`config.mk`:
```
export PLATFORM = sky130hd
export DESIGN_NAME = pattern_serializer_flat
export DESIGN_NICKNAME = d
export VERILOG_FILES = /design/src/rtl/pattern_serializer_if.sv /design/src/rtl/pattern_serializer.sv /design/src/flat_wrapper.sv
export SDC_FILE = /design/constraint.sdc
export NUM_CORES = 1
export LEC_CHECK = 0
export ABC_AREA = 1
export BUFFER_PORTS_ARGS = -buffer_cell sky130_fd_sc_hd__buf_2
export CAP_MARGIN = 10
export CORE_UTILIZATION = 40
export CTS_CLUSTER_SIZE = 30
export DETAILED_ROUTE_END_ITERATION = 8
export PLACE_DENSITY_LB_ADDON = 0.05
export SLEW_MARGIN = 10
export SYNTH_ARGS = -nofsm -noshare
export SYNTH_HDL_FRONTEND = slang
export SYNTH_SLANG_ARGS = --single-unit
```
`constraint.sdc`:
```
create_clock -name Clock -period 1.9 [get_ports Clock]
set_clock_uncertainty 0.1 [all_clocks]
set_input_delay 0.19 -clock Clock [delete_from_list [all_inputs] [get_ports Clock]]
set_output_delay 0.19 -clock Clock [all_outputs]
set_load 0.005 [all_outputs]
```
`src/rtl/pattern_serializer_if.sv`:
```
// Handshake and serial-output bundle between a pattern source and the
// pattern_serializer. The source side uses the master modport.
interface pattern_serializer_if #(
  parameter int WIDTH = 8
);
  logic             Load;
  logic [WIDTH-1:0] Data;
  logic             Abort;
  logic             Ready;
  logic             w;
  logic             Active;
  logic             Done;

  modport master (
    output Load, Data, Abort,
    input  Ready, w, Active, Done
  );

  modport slave (
    input  Load, Data, Abort,
    output Ready, w, Active, Done
  );
endinterface

```
`src/rtl/pattern_serializer.sv`:
```
// Parallel-to-serial stimulus stage: accepts a WIDTH-bit pattern and drives it
// MSB first on w, holding each bit for BIT_CYCLES clocks. w is forced low
// whenever no pattern is in flight, so the downstream two-ones detector always
// sees at least one 0 between patterns.
module pattern_serializer #(
  parameter int WIDTH      = 8,
  parameter int BIT_CYCLES = 1
) (
  input logic                  Clock,
  input logic                  Resetn,
  pattern_serializer_if.slave  bus
);

  localparam int BW = $clog2(WIDTH);
  localparam int HW = (BIT_CYCLES > 1) ? $clog2(BIT_CYCLES) : 1;

  localparam logic [BW-1:0] BCNT_LOAD = BW'(WIDTH - 1);
  localparam logic [HW-1:0] HCNT_LOAD = HW'(BIT_CYCLES - 1);

  typedef enum logic {IDLE, SHIFT} state_t;

  state_t           state, state_nx;
  logic [WIDTH-1:0] sreg, sreg_nx;
  logic [BW-1:0]    bcnt, bcnt_nx;
  logic [HW-1:0]    hcnt, hcnt_nx;
  logic             done, done_nx;

  // State and datapath registers; reset clears everything and wins over Load/Abort.
  always_ff @(posedge Clock) begin
    if (!Resetn) begin
      state <= IDLE;
      sreg  <= '0;
      bcnt  <= '0;
      hcnt  <= '0;
      done  <= 1'b0;
    end else begin
      state <= state_nx;
      sreg  <= sreg_nx;
      bcnt  <= bcnt_nx;
      hcnt  <= hcnt_nx;
      done  <= done_nx;
    end
  end

  // Next-state logic: Abort first, then bit hold, then bit advance, then finish.
  always_comb begin
    state_nx = state;
    sreg_nx  = sreg;
    bcnt_nx  = bcnt;
    hcnt_nx  = hcnt;
    done_nx  = 1'b0;
    unique case (state)
      IDLE: begin
        // Abort is not looked at here, so Load wins when both are high.
        if (bus.Load) begin
          sreg_nx  = bus.Data;
          bcnt_nx  = BCNT_LOAD;
          hcnt_nx  = HCNT_LOAD;
          state_nx = SHIFT;
        end
      end
      SHIFT: begin
        if (bus.Abort) begin
          state_nx = IDLE;
        end else if (hcnt != '0) begin
          hcnt_nx = hcnt - 1'b1;
        end else if (bcnt != '0) begin
          sreg_nx = {sreg[WIDTH-2:0], 1'b0};
          bcnt_nx = bcnt - 1'b1;
          hcnt_nx = HCNT_LOAD;
        end else begin
          state_nx = IDLE;
          done_nx  = 1'b1;
        end
      end
      default: state_nx = IDLE;
    endcase
  end

  // Outputs decode registered state only; no input reaches an output combinationally.
  assign bus.Ready  = (state == IDLE);
  assign bus.Active = (state == SHIFT);
  assign bus.w      = (state == SHIFT) && sreg[WIDTH-1];
  assign bus.Done   = done;

endmodule

```
`src/flat_wrapper.sv`:
```
// flat-port wrapper written by rule: the top's interface ports become plain ports
module pattern_serializer_flat 
#(
  parameter int WIDTH      = 8,
  parameter int BIT_CYCLES = 1
)
  (Clock, Resetn, bus_Load, bus_Data, bus_Abort, bus_Ready, bus_w, bus_Active, bus_Done);
  pattern_serializer_if #(.WIDTH(WIDTH)) bus_i ();
  input logic Clock;
  input logic Resetn;
  input wire logic [$bits(bus_i.Load)-1:0] bus_Load;
  input wire logic [$bits(bus_i.Data)-1:0] bus_Data;
  input wire logic [$bits(bus_i.Abort)-1:0] bus_Abort;
  output wire logic [$bits(bus_i.Ready)-1:0] bus_Ready;
  output wire logic [$bits(bus_i.w)-1:0] bus_w;
  output wire logic [$bits(bus_i.Active)-1:0] bus_Active;
  output wire logic [$bits(bus_i.Done)-1:0] bus_Done;
  assign bus_i.Load = bus_Load;
  assign bus_i.Data = bus_Data;
  assign bus_i.Abort = bus_Abort;
  assign bus_Ready = bus_i.Ready;
  assign bus_w = bus_i.w;
  assign bus_Active = bus_i.Active;
  assign bus_Done = bus_i.Done;
  pattern_serializer #(.WIDTH(WIDTH), .BIT_CYCLES(BIT_CYCLES)) u_core (.Clock(Clock), .Resetn(Resetn), .bus(bus_i));
endmodule
```
======== After elaboration in Yosys (flattened, before gate mapping) ========
Cells that the tools add are included.
W data, S select, Z words.
operators by class
  add/sub/neg operators ................... 2
  bitwise gates (word level) .............. 2
  reductions and logical operators ........ 5
  equality and inequality tests ........... 4
  muxes and demuxes ....................... 20
operator list
  cell                   number
  $mux W8                4
  $pmux W8 S2            1
  $mux W3                4
  $mux W1                8
  $ne A2 B2 Y1 const B   4
  $pmux W3 S2            1
  $pmux W1 S2            2
  $reduce_and A4 Y1      1
  $reduce_or A4 Y1       1
  $reduce_bool A3 Y1     1
  $sub A3 B1 Y3 const B  1
  $not A1 Y1             2
  $reduce_and A2 Y1      1
  $logic_and A1 B1 Y1    1
  $sub A1 B1 Y1 const B  1
storage, ports and cells
  flip-flop bits (word level) ............. 14

======== Logic depth before layout (Yosys ltp) ========
  depth in word-level cells ............... 5
  mapped depth ............................ 8
  gate-level depth less buffers ........... 8

======== Worst setup path before layout ========
Ideal clock, no wire load.
  path kind ............................... register to register
  from .................................... register u_core.bcnt[0]
  to ...................................... register u_core.bcnt[0]
  setup time .............................. 0.116 ns
  path buffers ............................ 0
  stages on the path, launching flop included .. 7
  clock period less this slack ............ 1.185 ns
  arrival time ............................ 0.969 ns
  slack ................................... 0.715 ns
  cell sequence ........................... dfxtp_1 inv_1 ha_1 nand2_1 nand2_4 o21ai_0 nor2_1
on the way
  word-level cells in the longest chain between the ends .. 5
RTL lines
  what                      RTL line                  source
  start: declaration        pattern_serializer.sv:24  logic [BW-1:0] bcnt, bcnt_nx;
  start signal: assignment  pattern_serializer.sv:39  bcnt <= bcnt_nx;
  $sub A3 B1 Y3             pattern_serializer.sv:69  bcnt_nx = bcnt - 1'b1;
  $mux W3                   pattern_serializer.sv:67  end else if (bcnt != '0) begin
  $mux W3                   pattern_serializer.sv:65  end else if (hcnt != '0) begin
  $mux W3                   pattern_serializer.sv:63  if (bus.Abort) begin
  $pmux W3 S2               pattern_serializer.sv:52  unique case (state)
Several ways; a longest one is shown, not always the timed one. The select of a mux whose other input is x is not followed.
A chain may end at the register's enable or synchronous reset.

======== Final worst setup path ========
  from .................................... register u_core.state, in the netlist u_core.bus.Active
  to ...................................... output bus_Ready
on the way
  word-level cells in the longest chain between the ends .. 1
RTL lines
  what                         RTL line                  source
  start: declaration           pattern_serializer.sv:22  state_t state, state_nx;
  start signal: assignment     pattern_serializer.sv:37  state <= state_nx;
  $not A1 Y1 (no source line)  --
  end: declaration             flat_wrapper.sv:14        output wire logic [$bits(bus_i.Ready)-1:0] bus_Ready;
No other way between the ends.

==> results by group <==
Synthesis
  • Syn Area/Cell: 6.94 um2
  • Yosys warnings: 0
  • Post-synthesis mux area share: 0
  • Synth cell types: 17
  • Synth Area in Adders: 0.0340
  • Largest family of logic cells by synthesized area: simple AND/OR/NAND/NOR gates
  • Mapped Cells: between 100 and 150
  • FF+latch count, synth: 13
  • Mapped cell area: around 740 um2
  • Post-synthesis simple-gate area fraction: 0.420
  • Post-synthesis compound-gate area fraction: 0.0782
  • Part of the Yosys area used for sequential elements: 0.354
  • Post-synthesis xor/xnor area fraction: 0.0119
  • Syn Nets: between 100 and 150

Power
  • VDD IR max: around 470 uV
  • Clock power frac: 0.263
  • Comb pwr share: 0.261
  • Net Sw Power: 0.000212 W
  • Switching Share: 0.321
  • PD cells: between 700 and 800 nW/um2
  • Share of power burned in registers: 0.476
  • P_leak: roughly 0.45 nW
  • Cell-internal power: around 0.00045 W

STA
  • Fin. max-slew vios: 0
  • Worst slew margin: 0.835
  • Hold slack: 0.130 ns
  • Fmax: 0.739 GHz
  • Slew @ Worst Pin: between 0.2 and 0.25 ns
  • Setup_tns: 0 ns
  • Clock period minus worst slack: around 1.4 ns
  • Count of final hold-check violations: 0
  • Setup violators final: 0
  • RSZ-0062 raised after global routing: no
  • Period utilization: 0.712

GRT
  • Total grt overflow: 0
  • GRT Util Overall: 0.141
  • First-pass GRT wire length: between 2000 and 2500 um
  • Initial antenna violation count: 0
  • Largest net degree at the start of global routing: 18
  • Vias in the first global route: roughly 500

Setup path
  • Critical path peak fanout: 17
  • Slowest CP cell: dfxtp_1
  • CP cell instances: inv_4 > buf_2
  • CP endpoint kind: output port
  • Worst Setup Start Kind: flip-flop
  • Critical Path AT: 1.06 ns
  • Required time worst endpoint: approximately 1.6 ns
  • CP peak stage delay: between 0.4 and 0.5 ns
  • CP Class: reg2out

Routing
  • DR DRC count: 0
  • Starting DRT DRC Count: 8
  • Routed Antenna Nets: 0
  • Met3 WL: ~65 um
  • Met2 Routed Length: about 580 um
  • Drt first pass iters: 4
  • Via-per-instance ratio: between 4 and 5
  • Top Metal Used: met4
  • WL final: between 1000 and 1500 um
  • Wl on met1: approximately 640 um
  • Drt wl/cell: a little under 9 um
  • Vias: 644

Layout
  • P&R area growth vs syn: 15.8%
  • Flip-flop and latch area: roughly 260 um2
  • Multi-input gate area: roughly 400 um2
  • Final layout net count: approximately 140
  • Antenna Cells: 0
  • Filler Cells Inserted: around 200
  • Share of cells above drive strength 1: 0.252

CTS
  • Longest Clk Path Bufs: 2
  • CTS Sinks: 13
  • Post-CTS setup buffer count: 0
  • H-tree depth: 1
  • Hold-fix buffers, CTS: 0
  • Number of CTS-inserted buffers: 3
  • Post_cts resized: 0
  • CTS clk-pin slew, worst paths: about 0.08 ns
  • CTS tree: done
  • Clock Latency Late Sink: 0.28 ns
  • CTS root buf: clkbuf_4

Die
  • Die Footprint: around 2000 um2
  • Core area: around 1700 um2
  • Die span in y: about 45 um
  • Die Width: roughly 45 um
  • Initial Utilization: 0.426
  • FP Rows: 15
  • Io pins: 16

Placement
  • IO buf count: 15
  • Post-detail-place hpwl: approximately 1000 um
  • Final Wtd Congestion: between 0.7 and 0.8

Run status
  • Status: complete, no violations

Job
  • Max Cap Violations: 0

Worst hold path
  • HP Class: in2reg
-- power groups by stage --
stage                     clock network (W)  registers [W]  logic [W]
after floorplan                           0       0.000319   0.000140
after detailed placement                  0       0.000322   0.000175
after CTS                          0.000177       0.000315   0.000176
after global routing               0.000187       0.000319   0.000198
final                              0.000174       0.000315   0.000172
after global placement                    0       0.000321   0.000174
-- logic make-up (layout without fill, tap and decap cells) --
logic type / count (synthesis) / in the layout
simple gates: 66 / 66
buf+inv: 17 / 34
flops: 13 / 13
compound gates: 7 / 7
fa+ha+maj: 2 / 2
xor+xnor: 1 / 1
-- area by class of cell --
cell class,instances,share of cell area
inverters,15,0.0690
well taps,25,0.0367
flip-flops and latches,13,0.305
repair buffers,15,0.0881
clock buffers,4,0.0308
multi-input cells,76,0.470
-- worst paths after layout --
path	start	endpoint	slack, ns	cells after the start
max	u_core.bus.Active$_SDFF_PN0_	bus_Ready	0.55	2
min	bus_Data[4]	u_core.sreg[4]$_SDFFE_PN0P_	0.13	5
max reg2reg	u_core.bcnt[0]$_SDFFE_PN0P_	u_core.bcnt[0]$_SDFFE_PN0P_	0.62	6
min reg2reg	u_core.bcnt[0]$_SDFFE_PN0P_	u_core.bcnt[0]$_SDFFE_PN0P_	0.39	2
-- sequential cells by signal, indices dropped and copies added (netlist names) --
register,cells
u_core.bus.Active,1
u_core.bus.Done,1
u_core.bcnt,3
u_core.sreg,8
-- per-stage QoR --
stage               area, um2  power (W)  utilization  worst slack (ns)  cells
finish                    852   0.000661        0.493             0.547    148
global route              852   0.000704        0.493             0.464    148
CTS                       852   0.000668        0.493             0.525    148
detailed placement        826   0.000497        0.478             0.612    144
global placement          826   0.000496        0.478             0.640    144
floorplan                 736   0.000458            -             0.715    106
-- critical path, delay by kind of cell (launching register included) --
kind / cells / cell delay (ns)
flip-flops: 1 / 0.46
buffers and inverters: 2 / 0.32
-- placed cells by master (no fill, tap or decap) --
cell and count:
buf_2 15, clkbuf_1 1, clkbuf_4 3, dfxtp_1 13, ha_1 2, inv_1 14
inv_4 1, nand2_1 25, nand2_2 1, nand2_4 3, nand2_8 1, nand3_1 9
nor2_1 25, nor2_4 1, nor3_1 1, o21ai_0 1, o21ai_2 6, xnor2_1 1
-- synth_stat cells --
| cell | number | area share |
|---|---|---|
| nand2_4 | 3 | 0.046 |
| o21ai_0 | 1 | 0.0068 |
| buf_2 | 1 | 0.0068 |
| inv_1 | 14 | 0.071 |
| o21ai_2 | 6 | 0.071 |
| xnor2_1 | 1 | 0.012 |
| dfxtp_1 | 13 | 0.35 |
| nand3_1 | 9 | 0.061 |
| nand2_2 | 1 | 0.0085 |
| nor3_1 | 1 | 0.0068 |
| ha_1 | 2 | 0.034 |
| buf_6 | 1 | 0.015 |
| nand2_1 | 25 | 0.13 |
| inv_4 | 1 | 0.0085 |
| nor2_4 | 1 | 0.015 |
| nor2_1 | 25 | 0.13 |
| nand2_8 | 1 | 0.027 |
-- metal layers --
metal  track usage  vias to the layer above
met2         0.229                       16
met5             0                        -
met1         0.172                      271
met3        0.0360                        2
li1              -                      355
met4        0.0727                        0
Note: power is estimated with default switching activity, not from simulation.
